`config.mk`:
```
export PLATFORM = sky130hd
export DESIGN_NAME = rr_arbiter16_flat
export DESIGN_NICKNAME = d
export VERILOG_FILES = /design/src/rtl/rr_arbiter16_if.sv /design/src/rtl/rr_arbiter16.sv /design/src/flat_wrapper.sv
export SDC_FILE = /design/constraint.sdc
export NUM_CORES = 1
export LEC_CHECK = 0
export ABC_AREA = 1
export ABC_CLOCK_PERIOD_IN_PS = 4600
export CAP_MARGIN = 0
export CORE_ASPECT_RATIO = 0.8
export CORE_MARGIN = 2
export CORE_UTILIZATION = 38
export CTS_CLUSTER_SIZE = 25
export DETAILED_ROUTE_END_ITERATION = 6
export GPL_TIMING_DRIVEN = 1
export PLACE_DENSITY_LB_ADDON = 0.2
export SETUP_SLACK_MARGIN = 0.4
export SYNTH_ARGS = -nofsm -noshare
export SYNTH_HDL_FRONTEND = slang
export SYNTH_SLANG_ARGS = --single-unit
```
`constraint.sdc`:
```
create_clock -name clk -period 4.6 [get_ports clk]
set_input_delay 0.46 -clock clk [delete_from_list [all_inputs] [get_ports clk]]
set_output_delay 0.46 -clock clk [all_outputs]
set_load 0.1 [all_outputs]
```
`src/rtl/rr_arbiter16_if.sv`:
```
// Handshake bundle between the 16 requesters and the round-robin arbiter.
// master: requester side (req/done out); slave: arbiter side (gnt/gnt_id/gnt_valid out).
interface rr_arbiter16_if;
   logic [15:0] req;
   logic        done;
   logic [15:0] gnt;
   logic [3:0]  gnt_id;
   logic        gnt_valid;

   modport master (
      output req,
      output done,
      input  gnt,
      input  gnt_id,
      input  gnt_valid
   );

   modport slave (
      input  req,
      input  done,
      output gnt,
      output gnt_id,
      output gnt_valid
   );
endinterface

```
`src/rtl/rr_arbiter16.sv`:
```
// 16-way round-robin arbiter with registered one-hot grant and winner index.
// Ports: clk, rst (async active-high), bus (slave: req, done in; gnt, gnt_id, gnt_valid out).
// Optional ARB_TIMEOUT_EN: forced release after HOLD_MAX grant cycles.
module rr_arbiter16 #(
   parameter int HOLD_MAX = 16
) (
   input logic           clk,
   input logic           rst,
   rr_arbiter16_if.slave bus
);

   typedef enum logic {
      S_IDLE,
      S_GRANT
   } state_e;

   state_e      state_q, state_d;
   logic [3:0]  ptr_q, ptr_d;
   logic [3:0]  gnt_id_q, gnt_id_d;
   logic [15:0] gnt_q, gnt_d;
   logic        gnt_valid_q, gnt_valid_d;

   logic [3:0]  win;
   logic [3:0]  idx;
   logic        any_req;
   logic        timeout_c;
   logic        release_c;

   assign any_req = |bus.req;

   // Walk from ptr+16 (= ptr) down to ptr+1; the last hit wins, so the
   // nearest successor of ptr has priority and ptr itself is checked last.
   always_comb begin
      win = 4'h0;
      idx = 4'h0;
      for (int k = 16; k >= 1; k--) begin
         idx = ptr_q + 4'(k);
         if (bus.req[idx]) begin
            win = idx;
         end
      end
   end

`ifdef ARB_TIMEOUT_EN
   logic [7:0] hold_q, hold_d;

   // Counter is zero in the first grant cycle, so hitting HOLD_MAX-1
   // releases after exactly HOLD_MAX cycles.
   assign timeout_c = (state_q == S_GRANT) &&
                      (hold_q == 8'(HOLD_MAX - 1));

   always_comb begin
      hold_d = hold_q;
      if (state_q == S_IDLE) begin
         hold_d = 8'h00;
      end else if (hold_q != 8'hFF) begin
         hold_d = hold_q + 8'h01;
      end
   end

   always_ff @(posedge clk or posedge rst) begin
      if (rst) begin
         hold_q <= 8'h00;
      end else begin
         hold_q <= hold_d;
      end
   end
`else
   logic [31:0] unused_hold_max;

   assign unused_hold_max = 32'(HOLD_MAX);
   assign timeout_c       = 1'b0;
`endif

   assign release_c = bus.done | ~bus.req[gnt_id_q] | timeout_c;

   always_comb begin
      state_d     = state_q;
      ptr_d       = ptr_q;
      gnt_id_d    = gnt_id_q;
      gnt_d       = gnt_q;
      gnt_valid_d = gnt_valid_q;
      unique case (state_q)
         S_IDLE: begin
            if (any_req) begin
               state_d     = S_GRANT;
               ptr_d       = win;
               gnt_id_d    = win;
               gnt_d       = 16'h0001 << win;
               gnt_valid_d = 1'b1;
            end
         end
         S_GRANT: begin
            // gnt_id is kept so downstream muxes still see the last owner.
            if (release_c) begin
               state_d     = S_IDLE;
               gnt_d       = 16'h0000;
               gnt_valid_d = 1'b0;
            end
         end
         default: begin
            state_d = S_IDLE;
         end
      endcase
   end

   always_ff @(posedge clk or posedge rst) begin
      if (rst) begin
         state_q     <= S_IDLE;
         ptr_q       <= 4'hF;
         gnt_id_q    <= 4'h0;
         gnt_q       <= 16'h0000;
         gnt_valid_q <= 1'b0;
      end else begin
         state_q     <= state_d;
         ptr_q       <= ptr_d;
         gnt_id_q    <= gnt_id_d;
         gnt_q       <= gnt_d;
         gnt_valid_q <= gnt_valid_d;
      end
   end

   assign bus.gnt       = gnt_q;
   assign bus.gnt_id    = gnt_id_q;
   assign bus.gnt_valid = gnt_valid_q;

endmodule

```
`src/flat_wrapper.sv`:
```
// flat-port wrapper written by rule: the top's interface ports become plain ports
module rr_arbiter16_flat 
#(
   parameter int HOLD_MAX = 16
)
  (clk, rst, bus_req, bus_done, bus_gnt, bus_gnt_id, bus_gnt_valid);
  rr_arbiter16_if bus_i ();
  input logic clk;
  input logic rst;
  input wire logic [$bits(bus_i.req)-1:0] bus_req;
  input wire logic [$bits(bus_i.done)-1:0] bus_done;
  output wire logic [$bits(bus_i.gnt)-1:0] bus_gnt;
  output wire logic [$bits(bus_i.gnt_id)-1:0] bus_gnt_id;
  output wire logic [$bits(bus_i.gnt_valid)-1:0] bus_gnt_valid;
  assign bus_i.req = bus_req;
  assign bus_i.done = bus_done;
  assign bus_gnt = bus_i.gnt;
  assign bus_gnt_id = bus_i.gnt_id;
  assign bus_gnt_valid = bus_i.gnt_valid;
  rr_arbiter16 #(.HOLD_MAX(HOLD_MAX)) u_core (.clk(clk), .rst(rst), .bus(bus_i));
endmodule
```
# [Yosys cells after proc, flatten, opt, wreduce, memory -nomap -nowiden]
# Cells that the tools add are included.
# W data, S select, Z words.
[word_totals] elab_cells=105 in_bits=19 reg_bits=26
[classes] eq_ne=2 n_bitwise=3 shift=1 n_addsub=15 muxes=59 order_cmp=17 reduce_logical=3
[ops] operator="$lt A4 B5 Y1 const B" n=17
[ops] operator="$bmux W1 S4" n=17
[ops] operator="$mux W4" n=16
[ops] operator="$add A4 B4 Y4 const B" n=8
[ops] operator="$mux W16" n=2
[ops] operator="$pmux W16 S2" n=1
[ops] operator="$mux W1" n=21
[ops] operator="$add A4 B3 Y4 const B" n=4
[ops] operator="$reduce_or A16 Y1" n=1
[ops] operator="$shl A1 B4 Y16 const A" n=1
[ops] operator="$add A4 B2 Y4 const B" n=2
[ops] operator="$add A4 B1 Y4 const B" n=1
[ops] operator="$pmux W1 S2" n=2
[ops] operator="$reduce_and A2 Y1" n=2
[ops] operator="$ne A2 B1 Y1 const B" n=1
[ops] operator="$ne A2 B2 Y1 const B" n=1
[ops] operator="$not A1 Y1" n=2
[ops] operator="$or A1 B1 Y1" n=1

# [Depth between registers and ports, before layout]
# Gate-level depths: netlist of run 1.
[depth] depth_word=21 mapped_depth=34 mapped_depth_nobuf=31

# [Worst setup path after synthesis of run 1]
# OpenSTA, ideal clock, no wires.
[synth_timing] path_type="flip-flop to flip-flop" start="reg u_core.ptr_q[0]" end="reg u_core.gnt_q[0] (netlist: u_core.bus.gnt[0])" stages_incl_launch_ff=30 setup_time_ps=120 t_arrival_ps=3044 synth_period_minus_slack_ps=3164 slack_ps=1436 path_cell_list="dfstp_2 -> buf_6 -> inv_6 -> buf_8 -> buf_4 -> ha_1 -> inv_1 -> buf_4 -> nand3_1 -> nand2_1 -> nor2_1 -> a31oi_1 -> or2_1 -> nand2_1 -> inv_2 -> o21ai_0 -> inv_1 -> nand2_1 -> nand2_1 -> nand2_1 -> nand2_1 -> nand2_1 -> nand2_1 -> nand2_1 -> nand2_1 -> nand2_1 -> nand2_4 -> inv_2 -> nand3_1 -> nand2_1"
[synth_via] elab_chain_cells=21 word_cells_on_any_way=66 classes_between="add/sub (15); shift (1); mux (50)"
[synth_lines] element="from (decl)" line_no="rr_arbiter16.sv:18" source="logic [3:0] ptr_q, ptr_d;"
[synth_lines] element="from (signal assigned)" line_no="rr_arbiter16.sv:116" source="ptr_q <= ptr_d;"
[synth_lines] element="$add A4 B4 Y4 / $bmux W1 S4 (equally long branches)" line_no="rr_arbiter16.sv:37, rr_arbiter16.sv:38"
[synth_lines] element="$bmux W1 S4 / $mux W1 (equally long branches)" line_no="rr_arbiter16.sv:38" source="if (bus.req[idx]) begin"
[synth_lines] element="$mux W1 (not written as such) / $mux W4 (equally long branches)" line_no="rr_arbiter16.sv:38"
[synth_lines] element="$mux W4 (14 in a row)" line_no="rr_arbiter16.sv:38"
[synth_lines] element="$mux W4 (*)" line_no="rr_arbiter16.sv:38"
[synth_lines] element="$shl A1 B4 Y16 (*)" line_no="rr_arbiter16.sv:89" source="gnt_d = 16'h0001 << win;"
[synth_lines] element="$mux W16 (*)" line_no="rr_arbiter16.sv:85" source="if (any_req) begin"
[synth_lines] element="$pmux W16 S2 (*)" line_no="rr_arbiter16.sv:83" source="unique case (state_q)"
[synth_lines] element="to (signal assigned)" line_no="rr_arbiter16.sv:118" source="gnt_q <= gnt_d;"
[synth_lines] element="to (decl)" line_no="rr_arbiter16.sv:20" source="logic [15:0] gnt_q, gnt_d;"
# Mark *: on every way between the ends. The rest lies on a longest branch, timed or not. The select of a mux whose other input is x is not followed.
# A chain may end at the register's enable or synchronous reset.

# [Final worst setup path of run 1]
[layout_timing] start="reg u_core.ptr_q[1]" end="reg u_core.gnt_q[13] (netlist: u_core.bus.gnt[13])"
# Same word-level chain as after synthesis.

==> impl_metrics.prom, run 1 <==
# TYPE chip_impl_metric gauge
chip_impl_metric{name="setup_viol_count_final",unit=""} 0
chip_impl_metric{name="diodes",unit=""} 0
chip_impl_metric{name="drt-pass1-iter-count",unit=""} 4
chip_impl_info{name="worst_path_top_cell_family_by_delay",value="simple AND/OR/NAND/NOR gates"} 1
chip_impl_metric{name="hold_buffers",unit=""} 0
chip_impl_metric{name="num-fill-cells",unit=""} 872
chip_impl_info{name="synth_top_family_by_area",value="simple AND/OR/NAND/NOR gates"} 1
chip_impl_metric{name="vias_per_cell",unit=""} 5.07
chip_impl_metric{name="max-cap-violations",unit=""} 0
chip_impl_metric{name="stdcell_area",unit="um2"} 3620
chip_impl_metric{name="num_rows",unit=""} 29
chip_impl_metric{name="final_min_period_over_clock_period",unit="%"} 81.6
chip_impl_metric{name="setup_tns",unit="ps"} 0
chip_impl_metric{name="cts-resized-gates",unit=""} 0
chip_impl_metric{name="cts-htree-levels",unit=""} 1
chip_impl_metric{name="first_pass_grt_wire_length",unit="um"} 15800
chip_impl_info{name="tritoncts_clock_tree",value="built"} 1
chip_impl_metric{name="die_y",unit="um"} 85.3
chip_impl_metric{name="timing.slew.headroom",unit="%"} 25.8
chip_impl_metric{name="first_global_vias",unit=""} 3164
chip_impl_info{name="critical_path.endpoint_type",value="flip-flop"} 1
chip_impl_metric{name="placedInstanceArea",unit="um2"} 3570
chip_impl_info{name="worst_path_most_repeated_cell",value="sky130_fd_sc_hd__nand2_1"} 1
chip_impl_metric{name="whs_path_depth",unit=""} 2
chip_impl_metric{name="cp.buffers_inverters",unit=""} 4
chip_impl_info{name="min_path_type",value="reg2reg"} 1
chip_impl_metric{name="post-cts-setup-buffers",unit=""} 0
chip_impl_metric{name="die-area",unit="um2"} 9020
chip_impl_metric{name="max_freq",unit="MHz"} 267
chip_impl_metric{name="finish.utilization",unit="%"} 45.4
chip_impl_metric{name="cp_data_arrival_time",unit="ps"} 3950
chip_impl_metric{name="wl_met1",unit="um"} 4640
chip_impl_metric{name="yosys-mux-area-fraction",unit="%"} 0.319
chip_impl_metric{name="gr_util_all_layers",unit="%"} 21.5
chip_impl_info{name="yosys.area.top_type",value="sky130_fd_sc_hd__nand2_1"} 1
chip_impl_metric{name="reg2reg_depth",unit=""} 23
chip_impl_metric{name="regToRegSetupSlack",unit="ps"} 850
chip_impl_metric{name="synth_seq_area_share",unit="%"} 20.9
chip_impl_metric{name="detail_route.wirelength",unit="um"} 9220
chip_impl_metric{name="synth_largest_type_area_fraction",unit="%"} 22.9
chip_impl_metric{name="post-route-drc-count",unit=""} 0
chip_impl_metric{name="finalMaxSlewViolations",unit=""} 0
chip_impl_info{name="critPathSlowestCell",value="sky130_fd_sc_hd__dfstp_2"} 1
chip_impl_info{name="timing.hold.worst_endpoint",value="u_core.bus.gnt_valid"} 1
chip_impl_metric{name="yosys_register_bits",unit=""} 26
chip_impl_metric{name="xor_xnor_share_of_the_synthesized_area",unit="%"} 2.71
chip_impl_info{name="cp-start-kind",value="flip-flop"} 1
chip_impl_metric{name="design.final.nets",unit=""} 579
chip_impl_metric{name="grt_max_degree",unit=""} 27
chip_impl_metric{name="detail_route.iter0.violations",unit=""} 168
chip_impl_metric{name="via_count",unit=""} 3349
chip_impl_metric{name="clock_path_buffers",unit=""} 2
chip_impl_metric{name="buffer_ports.inserted",unit=""} 39
chip_impl_metric{name="io-pin-count",unit=""} 40
chip_impl_metric{name="multi_input_area",unit="um2"} 2110
chip_impl_metric{name="required",unit="ps"} 4800
chip_impl_metric{name="synth.lib_cells_used.distinct",unit=""} 37
chip_impl_info{name="grt_setup_unrepaired",value="no"} 1
chip_impl_metric{name="area_growth",unit="%"} 15.4
chip_impl_metric{name="synth_compound_area_share",unit="%"} 12.5
chip_impl_metric{name="final_layout_size_suffix_gt1_share",unit="%"} 15.4
chip_impl_info{name="critical_path.reg2reg.startpoint",value="u_core.ptr_q[1]"} 1
chip_impl_metric{name="initial_utilization",unit="%"} 39.4
chip_impl_metric{name="clock_slew_at_the_register_clock_pins_of_the_worst_setup_and_hold_paths",unit="ps"} 90
chip_impl_info{name="maxUsedRoutingLayer",value="met4"} 1
chip_impl_metric{name="skew",unit="ps"} 1.02
chip_impl_metric{name="post_synth_fa_ha_maj_area_fraction",unit="%"} 2.79
chip_impl_metric{name="place.gp.congestion",unit=""} 0.948
chip_impl_info{name="holdCritStartpoint",value="u_core.bus.gnt_valid"} 1
chip_impl_metric{name="hold_violations_final",unit=""} 0
chip_impl_metric{name="grt_antenna_before_repair",unit=""} 0
chip_impl_metric{name="synth_fp_nets",unit=""} 547
chip_impl_metric{name="wl_met3",unit="um"} 507
chip_impl_info{name="path_cells",value="inv_2 -> ha_1 -> inv_1 -> nand3_1 -> nand2_1 -> nor2_1 -> a31oi_1 -> or2_1 -> nand2_1 -> inv_2 -> o21ai_0 -> inv_1 -> nand2_1 -> nand2_1 -> nand2_1 -> nand2_1 -> nand2_1 -> nand2_1 -> nand2_1 -> nand2_2 -> a21oi_2 -> nand3_2 -> o21ai_1"} 1
chip_impl_info{name="clock-root-buffer",value="sky130_fd_sc_hd__clkbuf_8"} 1
chip_impl_metric{name="die_x",unit="um"} 106
chip_impl_metric{name="setup_slack",unit="ps"} 848
chip_impl_info{name="outcome",value="complete, no violations"} 1
chip_impl_metric{name="routed-wl-met2",unit="um"} 4060
chip_impl_metric{name="transition_time_at_the_pin_with_the_least_slew_margin",unit="ps"} 1110
chip_impl_metric{name="gr_ovfl_total",unit=""} 0
chip_impl_metric{name="number_of_clock_sinks_seen_by_cts",unit=""} 26
chip_impl_metric{name="wl_per_cell",unit="um"} 14.0
chip_impl_metric{name="simple_logic_cell_fraction_of_the_synthesized_area",unit="%"} 48.9
chip_impl_metric{name="place_worst_setup_slack",unit="ps"} 875
chip_impl_metric{name="detailedPlacementHpwl",unit="um"} 7390
chip_impl_info{name="most_area_consuming_cells_after_synthesis",value="sky130_fd_sc_hd__nand2_1, sky130_fd_sc_hd__dfrtp_1, sky130_fd_sc_hd__nand3_1, sky130_fd_sc_hd__a21oi_1, sky130_fd_sc_hd__inv_1"} 1
chip_impl_metric{name="avgSynthCellArea",unit="um2"} 6.03
chip_impl_metric{name="critical_path_peak_fanout",unit=""} 15
chip_impl_metric{name="period_minus_slack",unit="ps"} 3750
chip_impl_metric{name="antenna_violating_nets_post_route",unit=""} 0
chip_impl_metric{name="clk_latency_worst_skew_pair",unit="ps"} 270
chip_impl_metric{name="synth.yosys.warnings",unit=""} 0
chip_impl_info{name="launch_point_of_the_worst_path",value="u_core.ptr_q[1]"} 1
chip_impl_metric{name="postSynthCellCount",unit=""} 521
chip_impl_metric{name="tritoncts.num_buffers",unit=""} 3
chip_impl_metric{name="design.core.area",unit="um2"} 7980
chip_impl_metric{name="synthesis.area",unit="um2"} 3140
chip_impl_info{name="worstSetupPathType",value="reg2reg"} 1
chip_impl_metric{name="worst_path_largest_cell_delay",unit="ps"} 770
chip_impl_metric{name="area.sequential",unit="um2"} 656
chip_impl_info{name="worst_r2r_endpoint",value="u_core.bus.gnt[13]"} 1
==> worst max path at each step <==
stage	endpoint	cells after the start
after floorplan	u_core.bus.gnt[0]	29
after global placement	u_core.bus.gnt[5]	23
after detailed placement	u_core.bus.gnt[13]	23
after CTS	u_core.bus.gnt[13]	23
after global routing	u_core.bus.gnt[10]	27
final	u_core.bus.gnt[13]	23
==> state kept, by name (all words and copies together), names as in the netlist <==
name	count
u_core.bus.gnt_id	4
u_core.state_q	1
u_core.bus.gnt_valid	1
u_core.bus.gnt	16
u_core.ptr_q	4
==> final cells by class <==
class                           count  share of cell area [%]
Multi-Input combinational cell    416                    58.3
Timing Repair Buffer               42                    11.4
Sequential cell                    26                    18.1
Tap cell                          108                    3.73
Inverter                           64                    6.97
Clock buffer                        4                    1.52
==> cell usage after synthesis <==
cell                       number
sky130_fd_sc_hd__a21oi_1       35
sky130_fd_sc_hd__a21oi_2        2
sky130_fd_sc_hd__a21oi_4        1
sky130_fd_sc_hd__a31oi_1        1
sky130_fd_sc_hd__buf_2          3
sky130_fd_sc_hd__buf_4          2
sky130_fd_sc_hd__buf_6          4
sky130_fd_sc_hd__buf_8          2
sky130_fd_sc_hd__clkbuf_1       4
sky130_fd_sc_hd__dfrtp_1       22
sky130_fd_sc_hd__dfstp_2        4
sky130_fd_sc_hd__ha_1           7
sky130_fd_sc_hd__inv_1         45
sky130_fd_sc_hd__inv_2         15
sky130_fd_sc_hd__inv_4          3
sky130_fd_sc_hd__inv_6          1
sky130_fd_sc_hd__mux2i_1        1
sky130_fd_sc_hd__nand2_1      192
sky130_fd_sc_hd__nand2_2       24
sky130_fd_sc_hd__nand2_4        7
sky130_fd_sc_hd__nand3_1       73
sky130_fd_sc_hd__nand3_2        8
sky130_fd_sc_hd__nor2_1        17
sky130_fd_sc_hd__nor2_2         4
sky130_fd_sc_hd__nor2_4         2
sky130_fd_sc_hd__nor3_1         2
sky130_fd_sc_hd__nor4_1         1
sky130_fd_sc_hd__o21a_2         1
sky130_fd_sc_hd__o21ai_0       21
sky130_fd_sc_hd__o21ai_1        6
sky130_fd_sc_hd__o21ai_2        2
sky130_fd_sc_hd__o221ai_1       2
sky130_fd_sc_hd__or2_1          1
sky130_fd_sc_hd__or4_1          1
sky130_fd_sc_hd__xor2_1         1
sky130_fd_sc_hd__xor2_2         3
sky130_fd_sc_hd__xor2_4         1
==> worst reg2reg max path, cell delays in order (launching register included) <==
cell	delay (ps)
sky130_fd_sc_hd__dfstp_2	770
sky130_fd_sc_hd__inv_2	70
sky130_fd_sc_hd__ha_1	530
sky130_fd_sc_hd__inv_1	360
sky130_fd_sc_hd__nand3_1	190
sky130_fd_sc_hd__nand2_1	100
sky130_fd_sc_hd__nor2_1	100
sky130_fd_sc_hd__a31oi_1	60
sky130_fd_sc_hd__or2_1	250
sky130_fd_sc_hd__nand2_1	130
sky130_fd_sc_hd__inv_2	70
sky130_fd_sc_hd__o21ai_0	70
sky130_fd_sc_hd__inv_1	60
sky130_fd_sc_hd__nand2_1	60
sky130_fd_sc_hd__nand2_1	50
sky130_fd_sc_hd__nand2_1	50
sky130_fd_sc_hd__nand2_1	50
sky130_fd_sc_hd__nand2_1	50
sky130_fd_sc_hd__nand2_1	40
sky130_fd_sc_hd__nand2_1	60
sky130_fd_sc_hd__nand2_2	70
sky130_fd_sc_hd__a21oi_2	230
sky130_fd_sc_hd__nand3_2	130
sky130_fd_sc_hd__o21ai_1	150
==> per-stage QoR <==
step                      cells  hold slack (ps)
after floorplan             521              481
after global placement      656              460
after detailed placement    656              463
after global routing        660              499
final                       660              481
after CTS                   660              485
==> metal layers <==
| layer | up-vias | GRT usage [%] |
|---|---|---|
| met5 | - | 0 |
| met4 | 0 | 1.79 |
| met3 | 2 | 2.61 |
| met2 | 98 | 33.8 |
| met1 | 1522 | 32.7 |
| li1 | 1727 | - |
==> cell usage in the layout, fill, tap and decap left out, types with 6 or more instances in the layout <==
master,instances
sky130_fd_sc_hd__dfrtp_1,22
sky130_fd_sc_hd__clkdlybuf4s50_1,39
sky130_fd_sc_hd__nand3_1,73
sky130_fd_sc_hd__o21ai_0,21
sky130_fd_sc_hd__nand2_1,192
sky130_fd_sc_hd__nand3_2,8
sky130_fd_sc_hd__nor2_1,17
sky130_fd_sc_hd__inv_1,45
sky130_fd_sc_hd__nand2_4,7
sky130_fd_sc_hd__a21oi_1,35
sky130_fd_sc_hd__inv_2,15
sky130_fd_sc_hd__o21ai_1,6
sky130_fd_sc_hd__ha_1,7
sky130_fd_sc_hd__nand2_2,24
==> logic make-up after synthesis <==
family / Yosys count
xor gates and xnor gates: 5
adders and majority gates: 7
buffers and inverters: 79
AOI/OAI and AO/OA: 71
DFF: 26
and+or+nand+nor: 332
muxes: 1
Power of run 1 is left out: the tool's default activity adds up to more than one toggle a clock period on the data nets, which glitch-free logic cannot reach.
==> run 2: changes to the inputs <==
Settings changed: ABC_CLOCK_PERIOD_IN_PS 4600 to 3590.
Clock period 4.6 ns to 3.59 ns, I/O delays scaled along.
==> run 2 against run 1 <==
First-iteration DRC count up 59%; via count is 7.6% higher; register-to-register slack got worse by 310 ps; critical path type unchanged.
==> impl_metrics.prom, run 2 (synthesis results as in run 1) <==
# TYPE chip_impl_metric gauge
chip_impl_info{name="outcome",value="complete, no violations"} 1
chip_impl_metric{name="finalMaxSlewViolations",unit=""} 0
chip_impl_metric{name="buffer_ports.inserted",unit=""} 39
chip_impl_metric{name="setup_viol_count_final",unit=""} 0
chip_impl_metric{name="die_x",unit="um"} 106
chip_impl_metric{name="io-pin-count",unit=""} 40
chip_impl_metric{name="cts-htree-levels",unit=""} 1
chip_impl_metric{name="first_global_vias",unit=""} 3115
chip_impl_metric{name="via_count",unit=""} 3602
chip_impl_info{name="min_path_type",value="reg2reg"} 1
chip_impl_metric{name="timing.slew.headroom",unit="%"} 33.9
chip_impl_metric{name="skew",unit="ps"} 5.77
chip_impl_info{name="tritoncts_clock_tree",value="built"} 1
chip_impl_metric{name="required",unit="ps"} 3810
chip_impl_metric{name="post-route-drc-count",unit=""} 0
chip_impl_metric{name="design.core.area",unit="um2"} 7980
chip_impl_metric{name="max-cap-violations",unit=""} 0
chip_impl_metric{name="final_min_period_over_clock_period",unit="%"} 85.0
chip_impl_metric{name="clk_latency_worst_skew_pair",unit="ps"} 280
chip_impl_metric{name="setup_tns",unit="ps"} 0
chip_impl_metric{name="final_layout_size_suffix_gt1_share",unit="%"} 25.9
chip_impl_metric{name="hold_violations_final",unit=""} 0
chip_impl_metric{name="transition_time_at_the_pin_with_the_least_slew_margin",unit="ps"} 988
chip_impl_metric{name="num-fill-cells",unit=""} 843
chip_impl_metric{name="number_of_clock_sinks_seen_by_cts",unit=""} 26
chip_impl_metric{name="initial_utilization",unit="%"} 39.4
chip_impl_metric{name="die-area",unit="um2"} 9020
chip_impl_metric{name="num_rows",unit=""} 29
chip_impl_metric{name="hold_buffers",unit=""} 0
chip_impl_metric{name="tritoncts.num_buffers",unit=""} 3
chip_impl_info{name="worstSetupPathType",value="reg2reg"} 1
chip_impl_metric{name="design.final.nets",unit=""} 614
chip_impl_info{name="most_used_cells_in_the_layout_excluding_fill_and_tap_cells",value="sky130_fd_sc_hd__nand2_1, sky130_fd_sc_hd__nand3_1, sky130_fd_sc_hd__inv_1"} 1
chip_impl_metric{name="wl_per_cell",unit="um"} 14.7
chip_impl_metric{name="largest_register_ffs",unit=""} 16
chip_impl_metric{name="detail_route.wirelength",unit="um"} 10200
chip_impl_metric{name="max_freq",unit="MHz"} 328
chip_impl_metric{name="antenna_violating_nets_post_route",unit=""} 0
chip_impl_metric{name="critical_path_peak_fanout",unit=""} 9
chip_impl_metric{name="die_y",unit="um"} 85.3
chip_impl_metric{name="clock_path_buffers",unit=""} 2
chip_impl_info{name="grt_setup_unrepaired",value="yes"} 1
chip_impl_info{name="critical_path.endpoint_type",value="flip-flop"} 1
chip_impl_metric{name="clock_slew_at_the_register_clock_pins_of_the_worst_setup_and_hold_paths",unit="ps"} 90
chip_impl_info{name="layout.cells.most_common",value="sky130_fd_sc_hd__nand2_1"} 1
chip_impl_metric{name="diodes",unit=""} 0
chip_impl_metric{name="period_minus_slack",unit="ps"} 3050
chip_impl_metric{name="gr_ovfl_total",unit=""} 0
chip_impl_metric{name="area_growth",unit="%"} 33.0
chip_impl_metric{name="first_pass_grt_wire_length",unit="um"} 15600
chip_impl_metric{name="detailedPlacementHpwl",unit="um"} 7590
chip_impl_metric{name="place.gp.congestion",unit=""} 0.942
chip_impl_info{name="clock-root-buffer",value="sky130_fd_sc_hd__clkbuf_8"} 1
chip_impl_info{name="cp-start-kind",value="flip-flop"} 1
chip_impl_metric{name="grt_max_degree",unit=""} 27
chip_impl_metric{name="detail_route.iter0.violations",unit=""} 267
chip_impl_metric{name="grt_antenna_before_repair",unit=""} 0
chip_impl_metric{name="drt-pass1-iter-count",unit=""} 5
chip_impl_metric{name="gr_util_all_layers",unit="%"} 21.4
chip_impl_metric{name="cp_data_arrival_time",unit="ps"} 3270
chip_impl_metric{name="vias_per_cell",unit=""} 5.18
## run 2: cell count changes in the layout (fill, tap and decap cells not counted), moves of 5 or more
cell                      change
sky130_fd_sc_hd__nand2_2      +9
sky130_fd_sc_hd__buf_4       +24
sky130_fd_sc_hd__nand2_1     -12
sky130_fd_sc_hd__nand3_1      -9
sky130_fd_sc_hd__nand3_2      +8
sky130_fd_sc_hd__ha_1         -5
## run 2: final timing paths
kind / startpoint / to / slack (ps) / depth (start not counted)
worst max register to register: u_core.ptr_q[0] / u_core.bus.gnt[12] / 540 / 27
min in group asynchronous: rst / u_core.state_q / 580 / 2
worst min-delay path: u_core.bus.gnt_valid / u_core.bus.gnt_valid / 480 / 2
worst max-delay path: u_core.ptr_q[0] / u_core.bus.gnt[12] / 540 / 27
max in group asynchronous: rst / u_core.bus.gnt[0] / 2420 / 2
worst min register to register: u_core.bus.gnt_valid / u_core.bus.gnt_valid / 480 / 2
## run 2: stage by stage
| stage | area (um2) | hold WS, ps | cells | worst slack, ps | utilization, % |
|---|---|---|---|---|---|
| 4_1_cts | 3680 | 488 | 665 | 400 | 46.1 |
| 5_1_grt | 4180 | 511 | 695 | 318 | 52.4 |
| 6_report | 4180 | 480 | 695 | 539 | 52.4 |
| 2_1_floorplan | 3140 | 396 | 521 | 426 | - |
| 3_3_place_gp | 3610 | 454 | 661 | 240 | 45.2 |
| 3_5_place_dp | 3610 | 466 | 661 | 279 | 45.2 |
## run 2: layer usage
layer | GRT usage [%] | routed length, um
met5 | 0 | 0
met4 | 3.35 | 80
met3 | 2.69 | 466
met2 | 34.1 | 4740
met1 | 31.6 | 4960
## run 2: layout make-up
cell class	instances	area, um2	share of cell area (%)
Timing Repair inverter	1	8.76	0.210
Tap cell	108	135	3.23
Timing Repair Buffer	75	751	18.0
Sequential cell	26	656	15.7
Inverter	64	270	6.47
Multi-Input combinational cell	417	2300	55.1
Clock buffer	4	55.1	1.32
## run 2: what timing repair did
action,4_1_cts,5_1_grt
gates resized for setup,4,63
buffers inserted,0,27
cloned,0,3
setup endpoints to repair,19,24
pin swaps,0,25
## run 2: critical path: stages (launching register included)
cell                       delay, ps
sky130_fd_sc_hd__dfstp_2         630
sky130_fd_sc_hd__clkinv_8         90
sky130_fd_sc_hd__ha_4            290
sky130_fd_sc_hd__buf_8           130
sky130_fd_sc_hd__nand3_1         160
sky130_fd_sc_hd__nand3_2         140
sky130_fd_sc_hd__o21ai_4          80
sky130_fd_sc_hd__nand2_2          90
sky130_fd_sc_hd__nand2_1          50
sky130_fd_sc_hd__inv_1            40
sky130_fd_sc_hd__nand2_1          40
sky130_fd_sc_hd__nand2_1          50
sky130_fd_sc_hd__nand2_1          60
sky130_fd_sc_hd__nand2_1          60
sky130_fd_sc_hd__nand2_1          50
sky130_fd_sc_hd__nand2_1          50
sky130_fd_sc_hd__nand2_1          40
sky130_fd_sc_hd__nand2_1          50
sky130_fd_sc_hd__nand2_1          50
sky130_fd_sc_hd__nand2_1          60
sky130_fd_sc_hd__nand2_1          50
sky130_fd_sc_hd__nand2_1          50
sky130_fd_sc_hd__nand2_1          50
sky130_fd_sc_hd__nand2_1          90
sky130_fd_sc_hd__nand2_4          90
sky130_fd_sc_hd__a21oi_4         240
sky130_fd_sc_hd__nand3_1         110
sky130_fd_sc_hd__nand2_1          80
Power of run 2 is left out for the same reason.
==> run 3: changes to the inputs <==
Settings changed: ABC_CLOCK_PERIOD_IN_PS 3590 to 3100.
Clock period 3.59 ns to 3.1 ns, I/O delays scaled along.
==> run 3 against run 2 <==
Via count shrank 1.9%; hold slack barely moved; global-route usage decreased by 0.16 points; maximum frequency up 3.3%; register-to-register slack lost 390 ps; wire length shrank 5.9%; flip-flop and latch count unchanged; count of clock-buffer cells in the layout unchanged; critical path type unchanged; largest cell class unchanged.
==> impl_metrics.prom, run 3 (synthesis results as in run 1) <==
# TYPE chip_impl_metric gauge
chip_impl_info{name="outcome",value="complete, no violations"} 1
chip_impl_metric{name="largest_register_ffs",unit=""} 16
chip_impl_metric{name="required",unit="ps"} 3310
chip_impl_metric{name="first_pass_grt_wire_length",unit="um"} 15500
chip_impl_metric{name="period_minus_slack",unit="ps"} 2950
chip_impl_metric{name="num-fill-cells",unit=""} 840
chip_impl_metric{name="grt_max_degree",unit=""} 27
chip_impl_metric{name="fin_worst_hold_slack",unit="ps"} 480
chip_impl_metric{name="drt-pass1-iter-count",unit=""} 4
chip_impl_metric{name="die_y",unit="um"} 85.3
chip_impl_metric{name="diodes",unit=""} 0
chip_impl_info{name="grt.busiest_layer",value="met2"} 1
chip_impl_metric{name="finalMaxSlewViolations",unit=""} 0
chip_impl_metric{name="tritoncts.num_buffers",unit=""} 3
chip_impl_metric{name="buffer_ports.inserted",unit=""} 39
chip_impl_metric{name="final_min_period_over_clock_period",unit="%"} 95.2
chip_impl_metric{name="io-pin-count",unit=""} 40
chip_impl_metric{name="antenna_violating_nets_post_route",unit=""} 0
chip_impl_metric{name="gr_util_all_layers",unit="%"} 21.2
chip_impl_metric{name="grt_antenna_before_repair",unit=""} 0
chip_impl_metric{name="gr-usage-met2",unit="%"} 34.3
chip_impl_metric{name="num_rows",unit=""} 29
chip_impl_metric{name="detailedPlacementHpwl",unit="um"} 7640
chip_impl_metric{name="placedInstanceArea",unit="um2"} 3710
chip_impl_metric{name="first_global_vias",unit=""} 3156
chip_impl_info{name="critical_path.endpoint_type",value="flip-flop"} 1
chip_impl_metric{name="initial_utilization",unit="%"} 39.4
chip_impl_metric{name="grtUsageMet1",unit="%"} 31.6
chip_impl_metric{name="max_freq",unit="MHz"} 339
chip_impl_metric{name="final_layout_size_suffix_gt1_share",unit="%"} 26.8
chip_impl_metric{name="hold_violations_final",unit=""} 0
chip_impl_metric{name="die-area",unit="um2"} 9020
chip_impl_metric{name="clk_latency_worst_skew_pair",unit="ps"} 270
chip_impl_metric{name="critical_path_peak_fanout",unit=""} 6
chip_impl_metric{name="clock_slew_at_the_register_clock_pins_of_the_worst_setup_and_hold_paths",unit="ps"} 90
chip_impl_metric{name="detail_route.wirelength",unit="um"} 9640
chip_impl_metric{name="cts-htree-levels",unit=""} 1
chip_impl_metric{name="via_count",unit=""} 3532
chip_impl_metric{name="timing.slew.headroom",unit="%"} 33.1
chip_impl_metric{name="skew",unit="ps"} 2.64
chip_impl_metric{name="max-cap-violations",unit=""} 0
chip_impl_info{name="cp-start-kind",value="flip-flop"} 1
chip_impl_metric{name="transition_time_at_the_pin_with_the_least_slew_margin",unit="ps"} 1000
chip_impl_metric{name="area_growth",unit="%"} 30.4
chip_impl_metric{name="setup_viol_count_final",unit=""} 0
chip_impl_info{name="clock-root-buffer",value="sky130_fd_sc_hd__clkbuf_8"} 1
chip_impl_metric{name="cp_data_arrival_time",unit="ps"} 3160
chip_impl_info{name="tritoncts_clock_tree",value="built"} 1
chip_impl_info{name="worstSetupPathType",value="reg2reg"} 1
chip_impl_metric{name="clock_path_buffers",unit=""} 2
chip_impl_info{name="layout.cells.most_common",value="sky130_fd_sc_hd__nand2_1"} 1
chip_impl_metric{name="detail_route.iter0.violations",unit=""} 239
chip_impl_metric{name="post-route-drc-count",unit=""} 0
chip_impl_metric{name="place.gp.congestion",unit=""} 0.993
chip_impl_metric{name="vias_per_cell",unit=""} 5.11
chip_impl_metric{name="number_of_clock_sinks_seen_by_cts",unit=""} 26
chip_impl_metric{name="wl_per_cell",unit="um"} 14.0
chip_impl_metric{name="die_x",unit="um"} 106
chip_impl_metric{name="gr-usage-met3",unit="%"} 2.07
chip_impl_info{name="grt_setup_unrepaired",value="yes"} 1
chip_impl_info{name="most_used_cells_in_the_layout_excluding_fill_and_tap_cells",value="sky130_fd_sc_hd__nand2_1, sky130_fd_sc_hd__nand3_1, sky130_fd_sc_hd__inv_1"} 1
chip_impl_info{name="min_path_type",value="reg2reg"} 1
chip_impl_metric{name="hold_buffers",unit=""} 0
chip_impl_metric{name="stdcell_area",unit="um2"} 4100
chip_impl_metric{name="design.core.area",unit="um2"} 7980
chip_impl_metric{name="gr_ovfl_total",unit=""} 0
chip_impl_metric{name="design.final.nets",unit=""} 610
-- run 3: cell count changes in the layout (fill, tap and decap cells not counted), moves of 2 or more --
cell / delta
sky130_fd_sc_hd__nand3_2: +2
sky130_fd_sc_hd__o21ai_0: -2
sky130_fd_sc_hd__inv_4: -2
sky130_fd_sc_hd__nand3_1: -6
sky130_fd_sc_hd__buf_4: +7
sky130_fd_sc_hd__buf_8: -2
sky130_fd_sc_hd__clkdlybuf4s50_1: -4
sky130_fd_sc_hd__buf_12: -3
sky130_fd_sc_hd__ha_1: +2
sky130_fd_sc_hd__nand3_4: +4
sky130_fd_sc_hd__o21ai_2: +3
sky130_fd_sc_hd__nand2_2: -2
-- run 3: critical path: stages (launching register included) --
cell and delay, ps:
sky130_fd_sc_hd__dfstp_2 590, sky130_fd_sc_hd__inv_4 70, sky130_fd_sc_hd__ha_4 330, sky130_fd_sc_hd__buf_6 150
sky130_fd_sc_hd__nand3_4 90, sky130_fd_sc_hd__nand3_2 100, sky130_fd_sc_hd__o21ai_2 70, sky130_fd_sc_hd__nand2_2 80
sky130_fd_sc_hd__nand2_1 50, sky130_fd_sc_hd__inv_1 50, sky130_fd_sc_hd__nand2_1 50, sky130_fd_sc_hd__nand2_1 50
sky130_fd_sc_hd__nand2_1 50, sky130_fd_sc_hd__nand2_1 60, sky130_fd_sc_hd__nand2_1 50, sky130_fd_sc_hd__nand2_1 50
sky130_fd_sc_hd__nand2_1 50, sky130_fd_sc_hd__nand2_1 70, sky130_fd_sc_hd__nand2_1 50, sky130_fd_sc_hd__nand2_1 70
sky130_fd_sc_hd__nand2_1 60, sky130_fd_sc_hd__nand2_1 50, sky130_fd_sc_hd__nand2_1 70, sky130_fd_sc_hd__nand2_2 80
sky130_fd_sc_hd__nand2_4 70, sky130_fd_sc_hd__a21oi_4 250, sky130_fd_sc_hd__nand3_1 110, sky130_fd_sc_hd__nand2_1 70
-- run 3: layer usage --
metal	part of all wire, %	vias up
li1	-	1796
met1	48	1628
met2	46	101
met3	4.8	7
met4	0.48	0
met5	0	-
-- run 3: layout make-up --
| type | instances | area (um2) | area share, % |
|---|---|---|---|
| Multi-Input combinational cell | 416 | 2340 | 57.1 |
| Clock buffer | 4 | 45.0 | 1.10 |
| Inverter | 64 | 263 | 6.41 |
| Timing Repair Buffer | 73 | 659 | 16.1 |
| Tap cell | 108 | 135 | 3.30 |
| Sequential cell | 26 | 656 | 16.0 |
-- run 3: metrics by stage --
step	setup TNS, ps	std cells	util (%)	setup WS (ps)
final	0	691	51.3	148
after detailed placement	0	672	46.5	108
after CTS	0	686	49.0	170
after floorplan	0	521	-	117
after global routing	-1710	691	51.3	-138
after global placement	0	672	46.5	114
-- run 3: repair_timing --
item / in CTS / in global routing
setup buffers: 10 / 5
resized for setup: 20 / 36
setup endpoints to repair: 24 / 24
pin swaps: 9 / 12
-- run 3: final timing paths --
check                                     startpoint                   end  slack, ps  depth (start not counted)
worst max-delay path                 u_core.ptr_q[1]    u_core.bus.gnt[12]        150                         27
worst min-delay path            u_core.bus.gnt_valid  u_core.bus.gnt_valid        480                          2
worst max register to register       u_core.ptr_q[1]    u_core.bus.gnt[12]        150                         27
worst min register to register  u_core.bus.gnt_valid  u_core.bus.gnt_valid        480                          2
max in group asynchronous                        rst  u_core.bus.gnt_id[1]       1920                          2
min in group asynchronous                        rst  u_core.bus.gnt_id[3]        570                          2
Power of run 3 is left out for the same reason.
==> edit (flow settings as in run 2) <==
The option `ARB_TIMEOUT_EN` is turned on by a define.
--- a/src/rtl/rr_arbiter16.sv
+++ b/src/rtl/rr_arbiter16.sv
@@ -1,6 +1,8 @@
 // 16-way round-robin arbiter with registered one-hot grant and winner index.
 // Ports: clk, rst (async active-high), bus (slave: req, done in; gnt, gnt_id, gnt_valid out).
 // Optional ARB_TIMEOUT_EN: forced release after HOLD_MAX grant cycles.
+`define ARB_TIMEOUT_EN
+
 module rr_arbiter16 #(
    parameter int HOLD_MAX = 16
 ) (
Formal check against the unedited RTL: same outputs for any inputs over 10 cycles, from zero or initial values and one cycle with rst high; that may be too few to reach the edited logic, so the function may still have changed.
==> edit against run 2 <==
Final area rose by 12%. Die area rose by 9.5%. Synthesized area rose by 9.9%. Non-clock buffer count fell by 5. Global-route usage fell by 1.5 points. Fmax fell by 1.3%. First-iteration DRC count fell by 4.9%. Setup slack got worse by 0.040 ns. Critical path depth did not move. Wire length rose by 6.6%. Sequential cell count rose by 8. Largest cell class unchanged.
Power is not shown: default switching activity piles up to over one toggle a cycle in this logic, so the estimate is an artifact.
==> edit: results (changes against run 2) <==
[metrics] setup slack, reg-to-reg: 0.50 ns (was 0.54 ns)
[metrics] first-pass GRT wire length: 15950 um (was 15560 um)
[metrics] fraction of layout cells with a size suffix above 1: 24.19% (was 25.89%)
[metrics] Worst Setup Slack post-DPL: 0.3332 ns (was 0.2790 ns)
[metrics] most used standard cells in the synthesized netlist: 214 x sky130_fd_sc_hd__nand2_1, 86 x sky130_fd_sc_hd__nand3_1, 54 x sky130_fd_sc_hd__inv_1, 35 x sky130_fd_sc_hd__a21oi_1, 30 x sky130_fd_sc_hd__dfrtp_1 (was 192 x sky130_fd_sc_hd__nand2_1, 73 x sky130_fd_sc_hd__nand3_1, 45 x sky130_fd_sc_hd__inv_1, 35 x sky130_fd_sc_hd__a21oi_1, 24 x sky130_fd_sc_hd__nand2_2)
[metrics] clock-pin slew on the worst setup and hold paths: 0.06 ns (was 0.09 ns)
[metrics] placer's final routability congestion estimate: 0.9180 (was 0.9424)
[metrics] worst-case clock skew: 0.005475 ns (was 0.005774 ns)
[metrics] layout buffer count excluding clock buffers: 70 (was 75)
[metrics] net total in the final layout: 671 (was 614)
[metrics] clk cell area share: 3.231% (was 1.317%)
[metrics] number of global-route vias before repair: 3253 (was 3115)
[metrics] htree depth: 2 (was 1)
[metrics] relative area of non-clock buffer cells in the final design: 14.85% (was 17.96%)
[metrics] Storage cell area: 855.8 um2 (was 655.6 um2)
[metrics] Arrival @ worst endpoint: 3.22 ns (was 3.27 ns)
[metrics] number of multi-input combinational cells in the layout: 453 (was 417)
[metrics] largest net degree at the start of global routing: 35 (was 27)
[metrics] detailed-placement wirelength estimate: 7783 um (was 7586 um)
[metrics] sequential area share after synthesis: 24.78% (was 20.87%)
[metrics] WL per Instance: 14.37 um (was 14.75 um)
[metrics] result of the run: completed (unchanged)
[metrics] terminus of the critical flop-to-flop path: u_core.bus.gnt_id[3] (was u_core.bus.gnt[12])
[metrics] global router's overall resource usage: 19.89% (was 21.40%)
[metrics] class of the tightest hold or removal check: input pin to async pin (was register to register)
[metrics] synthesized net count: 604 (was 547)
[metrics] global-route met3 utilization: 3.525% (was 2.688%)
## edit: cell count changes after synthesis, sizes merged, moves of 2 or more
cell	delta
nand3	+6
inv	+12
clkinv	+2
nor2	+8
dfrtp	+8
nor4	+2
nand2	+12
o21ai	+3
nor3	+2
## edit: per-stage QoR
step | area (um2) | util [%] | cells | hold WS [ns]
floorplan | 3453 | - | 577 | 0.4664
global placement | 3931 | 43.88 | 724 | 0.4630
detailed placement | 3931 | 43.88 | 724 | 0.4652
CTS | 4088 | 45.62 | 732 | 0.4804
global route | 4686 | 52.30 | 760 | 0.4972
finish | 4686 | 52.30 | 760 | 0.4755
## edit: per-layer routing
layer  part of all wire [%]  routed length, um
met1                     49               5342
met2                     45               4964
met4                   0.54                 59
met5                      0                  0
met3                    5.1                556
## edit: cells by family after synthesis
family	share of synthesized area [%]
AOI/OAI and AO/OA	12.43
xor gates and xnor gates	2.283
buffers and inverters	11.85
and+or+nand+nor	45.76
DFF	24.78
adders and majority gates	2.899
